### config.mk
export PLATFORM = sky130hd
export DESIGN_NAME = branch_resolve_predict
export DESIGN_NICKNAME = d
export VERILOG_FILES = /design/src/rtl/branch_resolve_predict.sv
export SDC_FILE = /design/constraint.sdc
export NUM_CORES = 1
export LEC_CHECK = 0
export CAP_MARGIN = 20
export CORE_MARGIN = 3
export CORE_UTILIZATION = 40
export CTS_CLUSTER_SIZE = 10
export DETAILED_ROUTE_END_ITERATION = 8
export PLACE_DENSITY = 0.67
export SLEW_MARGIN = 20
export SYNTH_ARGS = -nofsm -noshare
export SYNTH_HDL_FRONTEND = slang
export SYNTH_SLANG_ARGS = --single-unit
export TNS_END_PERCENT = 100
### constraint.sdc
create_clock -name clk -period 6.85 [get_ports clk]
set_input_delay 0.685 -clock clk [delete_from_list [all_inputs] [get_ports clk]]
set_output_delay 0.685 -clock clk [all_outputs]
set_load 0.1 [all_outputs]
### src/rtl/branch_resolve_predict.sv
// branch_resolve_predict: resolves RV32I branches/jumps in EX, serves a 2-bit counter
// prediction table to IF, and keeps saturating branch/mispredict counters.
module branch_resolve_predict #(
   parameter int ENTRIES    = 64,
   parameter int PC_WIDTH   = 32,
   parameter int CNT_WIDTH  = 16,
   parameter bit PREDICT_EN = 1
) (
   input  logic                 clk,
   input  logic                 rstn,
   input  logic [PC_WIDTH-1:0]  if_pc,
   output logic                 if_pred_taken,
   input  logic                 ex_valid,
   input  logic [PC_WIDTH-1:0]  ex_pc,
   input  logic                 ex_jump,
   input  logic                 ex_branch,
   input  logic [2:0]           ex_funct3,
   input  logic                 ex_pred_taken,
   input  logic                 alu_zero,
   input  logic                 alu_lt,
   input  logic                 alu_ltu,
   output logic                 pc_src,
   output logic                 mispredict,
   output logic                 illegal_cond,
   output logic [CNT_WIDTH-1:0] branch_count,
   output logic [CNT_WIDTH-1:0] mispredict_count
);
   localparam int IW = $clog2(ENTRIES);
   logic [1:0] tbl [ENTRIES];
   logic [IW-1:0] if_idx, ex_idx;
   logic [1:0] cur, nxt;
   logic cond, taken, is_branch, upd;
   logic unused_pc;
   assign if_idx = if_pc[IW+1:2];
   assign ex_idx = ex_pc[IW+1:2];
   assign unused_pc = ^{if_pc[PC_WIDTH-1:IW+2], if_pc[1:0], ex_pc[PC_WIDTH-1:IW+2], ex_pc[1:0]};
   always_comb begin
      cond          = ex_funct3[2:1] == 2'b00 ? alu_zero : ex_funct3[2:1] == 2'b10 ? alu_lt : alu_ltu;
      taken         = ex_funct3[2:1] != 2'b01 && (cond ^ ex_funct3[0]);
      illegal_cond  = ex_valid && ex_branch && ex_funct3[2:1] == 2'b01;
      is_branch     = ex_valid && ex_branch && !ex_jump;
      pc_src        = ex_valid && (ex_jump || (ex_branch && taken));
      mispredict    = ex_valid && (ex_jump || ex_branch) && (pc_src != ex_pred_taken);
      upd           = PREDICT_EN && is_branch && !illegal_cond;
      cur           = tbl[ex_idx];
      nxt           = taken ? (cur == 2'b11 ? cur : cur + 2'd1) : (cur == 2'b00 ? cur : cur - 2'd1);
      if_pred_taken = PREDICT_EN ? tbl[if_idx][1] : 1'b0;
   end
   // Reset wins over a same-cycle update; all entries return to weak-not-taken at once.
   always_ff @(posedge clk) begin
      if (!rstn) begin
         for (int i = 0; i < ENTRIES; i++) tbl[i] <= 2'b01;
      end else if (upd) begin
         tbl[ex_idx] <= nxt;
      end
   end
   always_ff @(posedge clk) begin
      if (!rstn) begin
         branch_count     <= '0;
         mispredict_count <= '0;
      end else begin
         if (is_branch && !(&branch_count)) branch_count <= branch_count + 1'b1;
         if (mispredict && !(&mispredict_count)) mispredict_count <= mispredict_count + 1'b1;
      end
   end
endmodule
==> key figures, run 1 <==
Clocking
  – Clk buf depth: 2
  – Clk slew on worst S/H paths: about 0.060 ns
  – PostCTS Resize Cnt: 0
  – H-Tree Depth: 4
  – CTS tree: done
  – CTS Root Cell: clkbuf_16
  – Hold-fix buffer count after cts: 0
  – Post-CTS setup buffers: 0
  – Clock latency at the later pin of the worst-skew pair: about 0.44 ns
  – CTS buffer count: 17
  – CTS sink cnt: 160

Route
  – M1 WL: ~9600 microns
  – Routed met2 length: between 10,000 and 15,000 microns
  – Via density: just over 6
  – Post-Route WL: 23,900 microns
  – Met3 wire length: between 2000 and 3000 microns
  – Post-DRT Antenna Nets: 0
  – First-pass detailed-route iteration total: 5
  – Remaining DRCs: 0
  – Top sig layer: met4
  – Vias: about 6,600
  – Routed length per instance: between 20 and 25 microns
  – 1st-iter DRT viols: 636

Cells and area
  – N_diodes: 0
  – Final instance area: around 9800 sq um
  – Area Overhead vs Synth: 14.7%
  – Net count, final: approximately 850
  – Share of layout cells above drive strength 1: 0.132

Floorplan
  – Starting density of the core: 0.414
  – Die Footprint: between 20,000 and 25,000 sq um
  – Die Height: around 150 microns
  – Die width: between 150 and 200 microns
  – Num ports: about 110
  – # rows: 52
  – Core Region: between 20,000 and 25,000 sq um

Critical path
  – Reg2reg setup slack: 3.60 ns
  – Startpoint Class: primary input
  – R2R cell count: 9
  – WP depth: 5
  – Worst path bufs/invs: 2
  – CP top delay family: buffers and inverters
  – Crit. End Element: output pin
  – Reg2reg start: tbl[19][1]
  – CP required: 6.16 ns
  – Arr. time, crit path: approximately 4.2 ns
  – Most numerous cell on the critical path: mux4_2
  – Critical Path Slowest Stage Cell: clkdlybuf4s50_1
  – Critical path peak fanout: 16
  – CP Cell Sequence: clkdlybuf4s50_1 -> mux4_2 -> mux4_2 -> mux4_2 -> clkdlybuf4s50_1
  – RR Endpoint: tbl[17][0]
  – Crit path largest cell delay: 1.08 ns
  – Critical path class: primary input to output pin

STA
  – Slew Limit Headroom: 0.251
  – Fin Clk Skew: approximately 0.011 ns
  – Period utilisation layout: 0.714
  – Final Max Tran Viols: 0
  – Fin. Hold Viols: 0
  – Final min period: a little under 5 ns
  – Unrepaired setup endpoints after global routing: false
  – Setup ws final: 1.96 ns
  – Fmax: between 0.2 and 0.25 GHz
  – Worst-margin pin slew: ~1.1 ns
  – # setup viols final: 0
  – Setup tns final: 0 ns
  – Hold Slack: slightly above 0.5 ns

Logic synthesis
  – Count of cell types in the netlist: 57
  – Area contributors post-synth: edfxtp_1 (45%), mux4_2 (10%), dfxtp_1 (7.5%)
  – Yosys synthesis warning count: 0
  – #FFs+latches synth: 160
  – Seq/Total Area, Yosys: 0.525
  – Main flop type after synthesis: edfxtp_1
  – Avg Cell Area, Syn: around 11 sq um
  – EDFF count, synth: about 130
  – Post-synthesis async set-or-reset flop share: 0
  – Post-synth top area cell: edfxtp_1
  – Post-Synthesis Cells: about 760
  – Netlist Area Pre-Place: 8530 sq um
  – Synthesized Nets: ~840
  – Yosys top cell area share: 0.450

Power and ir drop
  – Total power: approximately 0.0023 W
  – Leakage: approximately 2.9 nW
  – Maximum VDD drop: 0.157 mV
  – Cell Pwr Density: 232 nW/um^2

Global routing
  – Total grt overflow: 0
  – Largest net degree at the start of global routing: 99
  – All-Layer GR Usage: 0.204
  – Antenna violations before repair: 0
  – First-pass GRT wire length: 36,700 microns
  – Number of global-route vias before repair: between 6,000 and 7,000

Flow run
  – Max-cap violation count: 0

Place
  – Placed Area: 9220 sq um
  – Routability cong.: slightly below 0.9
  – Buffers added on ports: ~60
  – Dpl ws: between 1.5 and 2 ns
  – DPL Wire Length: ~15,000 microns

Status
  – Status: completed

Min path
  – Hold Crit Endpoint: branch_count[12]
  – Hold Path Stages: 1
  – HP Start: branch_count[12]
  – Hold WC Path Type: flop to flop
-- per-stage QoR --
step,utilization,cells
2_1_floorplan,-,758
3_3_place_gp,0.447,1027
3_5_place_dp,0.447,1027
4_1_cts,0.474,1059
5_1_grt,0.475,1059
6_report,0.475,1059
-- sequential cells by signal, indices dropped and copies added, names as in the netlist --
signal / cells
branch_count: 16
mispredict_count: 16
tbl: 128
-- worst max-delay path by stage --
stage | slack (ns) | startpoint | end
floorplan | 1.84 | ex_funct3[1] | mispredict_count[9]
global placement | 2.01 | if_pc[3] | if_pred_taken
detailed placement | 1.97 | if_pc[3] | if_pred_taken
CTS | 1.97 | if_pc[3] | if_pred_taken
global route | 1.89 | if_pc[3] | if_pred_taken
finish | 1.96 | if_pc[3] | if_pred_taken
-- cell usage after synthesis, types with 19 or more instances --
library cell,n
nand4_1,19
edfxtp_1,128
o21ai_0,71
nand3_1,68
dfxtp_1,32
clkbuf_1,39
and2_1,30
buf_2,28
mux4_2,39
nand2_1,41
nor3_1,76
nor2_1,32
-- cells by family after synthesis --
kind of cell	count (synthesis)	synth area share
AND/OR/NAND/NOR	310	0.188
flip-flops	160	0.525
AO/OA/AOI/OAI	120	0.0871
buffers and inverters	78	0.0402
multiplexers	58	0.126
XOR/XNOR	30	0.0308
adder cells (fa/ha/maj)	2	0.00293
-- area by class of cell --
type                       count  area (sq um)
clock buffer                  20           468
clock inverter                12          97.6
fill                        1846         10800
inverter                       6          22.5
multi-input combinational    520          3720
sequential                   160          4480
tap                          270           338
timing repair buffer          71           661
-- power by group --
group / switching [W] / internal, W
logic: 0.000194 / 0.0000827
clock network: 0.000413 / 0.000502
registers: 0.0000122 / 0.00106
total: 0.000619 / 0.00165
-- routing by layer --
layer | GRT usage | vias to the layer above
met5 | 0 | -
met4 | 0.0852 | 0
met3 | 0.0563 | 59
met2 | 0.308 | 378
met1 | 0.280 | 3199
li1 | - | 2937
-- placed cells by master (no fill, tap or decap), types with 14 or more instances in the layout --
| cell | synthesis | layout |
|---|---|---|
| and2_1 | 30 | 30 |
| xnor2_1 | 18 | 18 |
| o21ai_0 | 71 | 71 |
| nand4_1 | 19 | 19 |
| nand3_1 | 68 | 68 |
| clkbuf_16 | 0 | 18 |
| nor3_1 | 76 | 75 |
| mux2i_1 | 14 | 14 |
| dfxtp_1 | 32 | 32 |
| nor2_1 | 32 | 32 |
| mux4_2 | 39 | 39 |
| nand2_1 | 41 | 41 |
| edfxtp_1 | 128 | 128 |
| clkdlybuf4s50_1 | 0 | 55 |
-- worst register-to-register path, cell delays in order (launching register included) --
cell and delay, ns:
edfxtp_1 0.41, and3_1 0.20, a211oi_1 0.26, a21oi_1 0.09, or2_0 0.25, a211oi_2 0.47, a32oi_2 0.27, o21ai_4 0.16
buf_4 0.59, nand4_1 0.25
No activity file was read; power rests on OpenSTA's default activity.
==> run 2, diff against run 1 <==
PLACE_DENSITY = 0.69   (was 0.67)
clock period = 4 ns   (was 6.85 ns; I/O delays follow)
==> run 2 against run 1 <==
Routed wire length is 3.9% lower. Worst setup slack got worse by 1.4 ns. Clock-buffer cell count down 2. Utilization grew 1.3 points. Flip-flop and latch count unchanged. Sequential share of layout area decreased by 1.2 points. Global-route usage fell by 0.78 points. Non-clock buffer count is 31 higher. Clock power is 74% higher. Via count is 0.93% higher. Die area did not move. Largest cell class unchanged. Highest routed layer unchanged.
==> key figures, run 2 (same netlist as run 1, synthesis figures left out) <==
Clocking
  – Clk slew on worst S/H paths: 0.07 ns
  – CTS buffer count: 17
  – CTS Root Cell: clkbuf_16
  – CTS sink cnt: 160
  – Hold-fix buffer count after cts: 0
  – Post-CTS setup buffers: 0
  – PostCTS Resize Cnt: 0
  – H-Tree Depth: 4
  – Clock latency at the later pin of the worst-skew pair: around 0.43 ns
  – Clk buf depth: 2
  – CTS tree: done

Critical path
  – Worst path bufs/invs: 3
  – WP depth: 6
  – Crit. End Element: output pin
  – Most numerous cell on the critical path: mux4_2
  – CP required: between 3 and 4 ns
  – Crit path largest cell delay: 0.62 ns
  – Arr. time, crit path: roughly 3 ns
  – Critical Path Source: if_pc[2]
  – Startpoint Class: primary input
  – R2R cell count: 9
  – Critical path class: primary input to output pin
  – Critical Path Slowest Stage Cell: mux4_2
  – Critical path peak fanout: 16
  – Reg2reg start: tbl[54][1]
  – CP top delay family: multiplexers
  – CP Cell Sequence: clkdlybuf4s50_1 -> buf_4 -> mux4_2 -> mux4_2 -> mux4_2 -> buf_12

Route
  – M1 WL: ~9300 microns
  – Post-DRT Antenna Nets: 0
  – Routed length per instance: roughly 21 microns
  – Remaining DRCs: 0
  – 1st-iter DRT viols: roughly 740
  – Top sig layer: met4
  – Routed met2 length: about 11,000 microns
  – Post-Route WL: approximately 23,000 microns
  – Met3 wire length: 1770 microns
  – First-pass detailed-route iteration total: 5
  – Via density: between 6 and 7
  – Vias: 6,634

STA
  – # setup viols final: 0
  – Slew Limit Headroom: 0.298
  – Setup ws final: 0.591 ns
  – Fmax: a little under 0.3 GHz
  – Fin. Hold Viols: 0
  – Final Max Tran Viols: 0
  – Fin Clk Skew: between 0.01 and 0.015 ns
  – Worst-margin pin slew: 1.05 ns
  – Unrepaired setup endpoints after global routing: false
  – Final min period: roughly 3.4 ns
  – Period utilisation layout: 0.852
  – Setup tns final: 0 ns

Floorplan
  – Die width: 152 microns
  – Die Footprint: roughly 23,000 sq um
  – Core Region: 20,600 sq um
  – Num ports: between 100 and 150
  – Die Height: between 150 and 200 microns
  – # rows: 52
  – Starting density of the core: 0.414

Cells and area
  – Layout Cells excl Fill: approximately 1,100
  – Most common cell after layout, fill and taps aside: edfxtp_1
  – Regs by FF count: tbl: 128 flops, branch_count: 16 flops, mispredict_count: 16 flops
  – Net count, final: ~900
  – Final instance area: roughly 10,000 sq um
  – Most frequent cells in the layout: edfxtp_1 (128), nor3_1 (76), o21ai_0 (71), nand3_1 (68), clkdlybuf4s50_1 (51)
  – Top reg by flops: tbl
  – Area Overhead vs Synth: 17.7%
  – N_diodes: 0
  – Share of layout cells above drive strength 1: 0.166
  – Largest register FFs: between 100 and 150

Place
  – Dpl ws: around 0.49 ns
  – Buffers added on ports: 59
  – Placed Instances: between 1,000 and 1,500
  – Routability cong.: slightly below 0.9
  – DPL Wire Length: around 16,000 microns
  – Placed Area: ~9500 sq um

Global routing
  – Number of global-route vias before repair: roughly 6,300
  – Total grt overflow: 0
  – Largest net degree at the start of global routing: 65
  – Antenna violations before repair: 0
  – All-Layer GR Usage: 0.197
  – First-pass GRT wire length: 35,600 microns

Min path
  – Hold WC Path Type: primary input to flop
  – Hold Path Stages: 3
  – HP Start: rstn

Power and ir drop
  – Cell Pwr Density: slightly below 400 nW/um^2
  – Leakage: 3.11 nW
  – Maximum VDD drop: approximately 0.28 mV
  – Total power: around 0.0039 W

Status
  – Status: completed

Flow run
  – Max-cap violation count: 0
-- run 2: report_power, final --
| part | switching (W) | internal, W | leakage (nW) |
|---|---|---|---|
| sequential | 0.0000193 | 0.00182 | 1.41 |
| clock | 0.000670 | 0.000917 | 0.278 |
| combinational | 0.000331 | 0.000172 | 1.42 |
| total | 0.00102 | 0.00291 | 3.11 |
-- run 2: metal layers --
| layer | GRT usage | up-vias |
|---|---|---|
| met4 | 0.0753 | 0 |
| met2 | 0.318 | 323 |
| li1 | - | 3002 |
| met3 | 0.0378 | 49 |
| met5 | 0 | - |
| met1 | 0.264 | 3260 |
-- run 2: stage by stage --
stage / hold slack (ns) / util
2_1_floorplan: 0.755 / -
5_1_grt: 0.472 / 0.487
6_report: 0.443 / 0.487
3_3_place_gp: 0.483 / 0.460
3_5_place_dp: 0.494 / 0.460
4_1_cts: 0.435 / 0.487
-- run 2: worst reg2reg max path, stage by stage, from the launching register on --
cell and delay, ns:
edfxtp_1 0.39, mux2_2 0.28, a221oi_1 0.26, a21oi_1 0.07, o21ai_0 0.41, o2111a_1 0.35
a32oi_2 0.19, o21ai_4 0.19, buf_12 0.28, nand4_1 0.22
-- run 2: layout make-up --
type	instances	area [sq um]
clock buffer	18	429
clock inverter	13	139
fill	1859	10600
inverter	6	22.5
multi-input combinational	520	3710
sequential	160	4480
tap	270	338
timing repair buffer	102	921
-- run 2: final timing paths --
| check | end | slack [ns] |
|---|---|---|
| hold / removal | branch_count[12] | 0.44 |
| hold reg to reg | branch_count[12] | 0.51 |
| setup / recovery | if_pred_taken | 0.59 |
| setup reg to reg | tbl[49][0] | 1.08 |
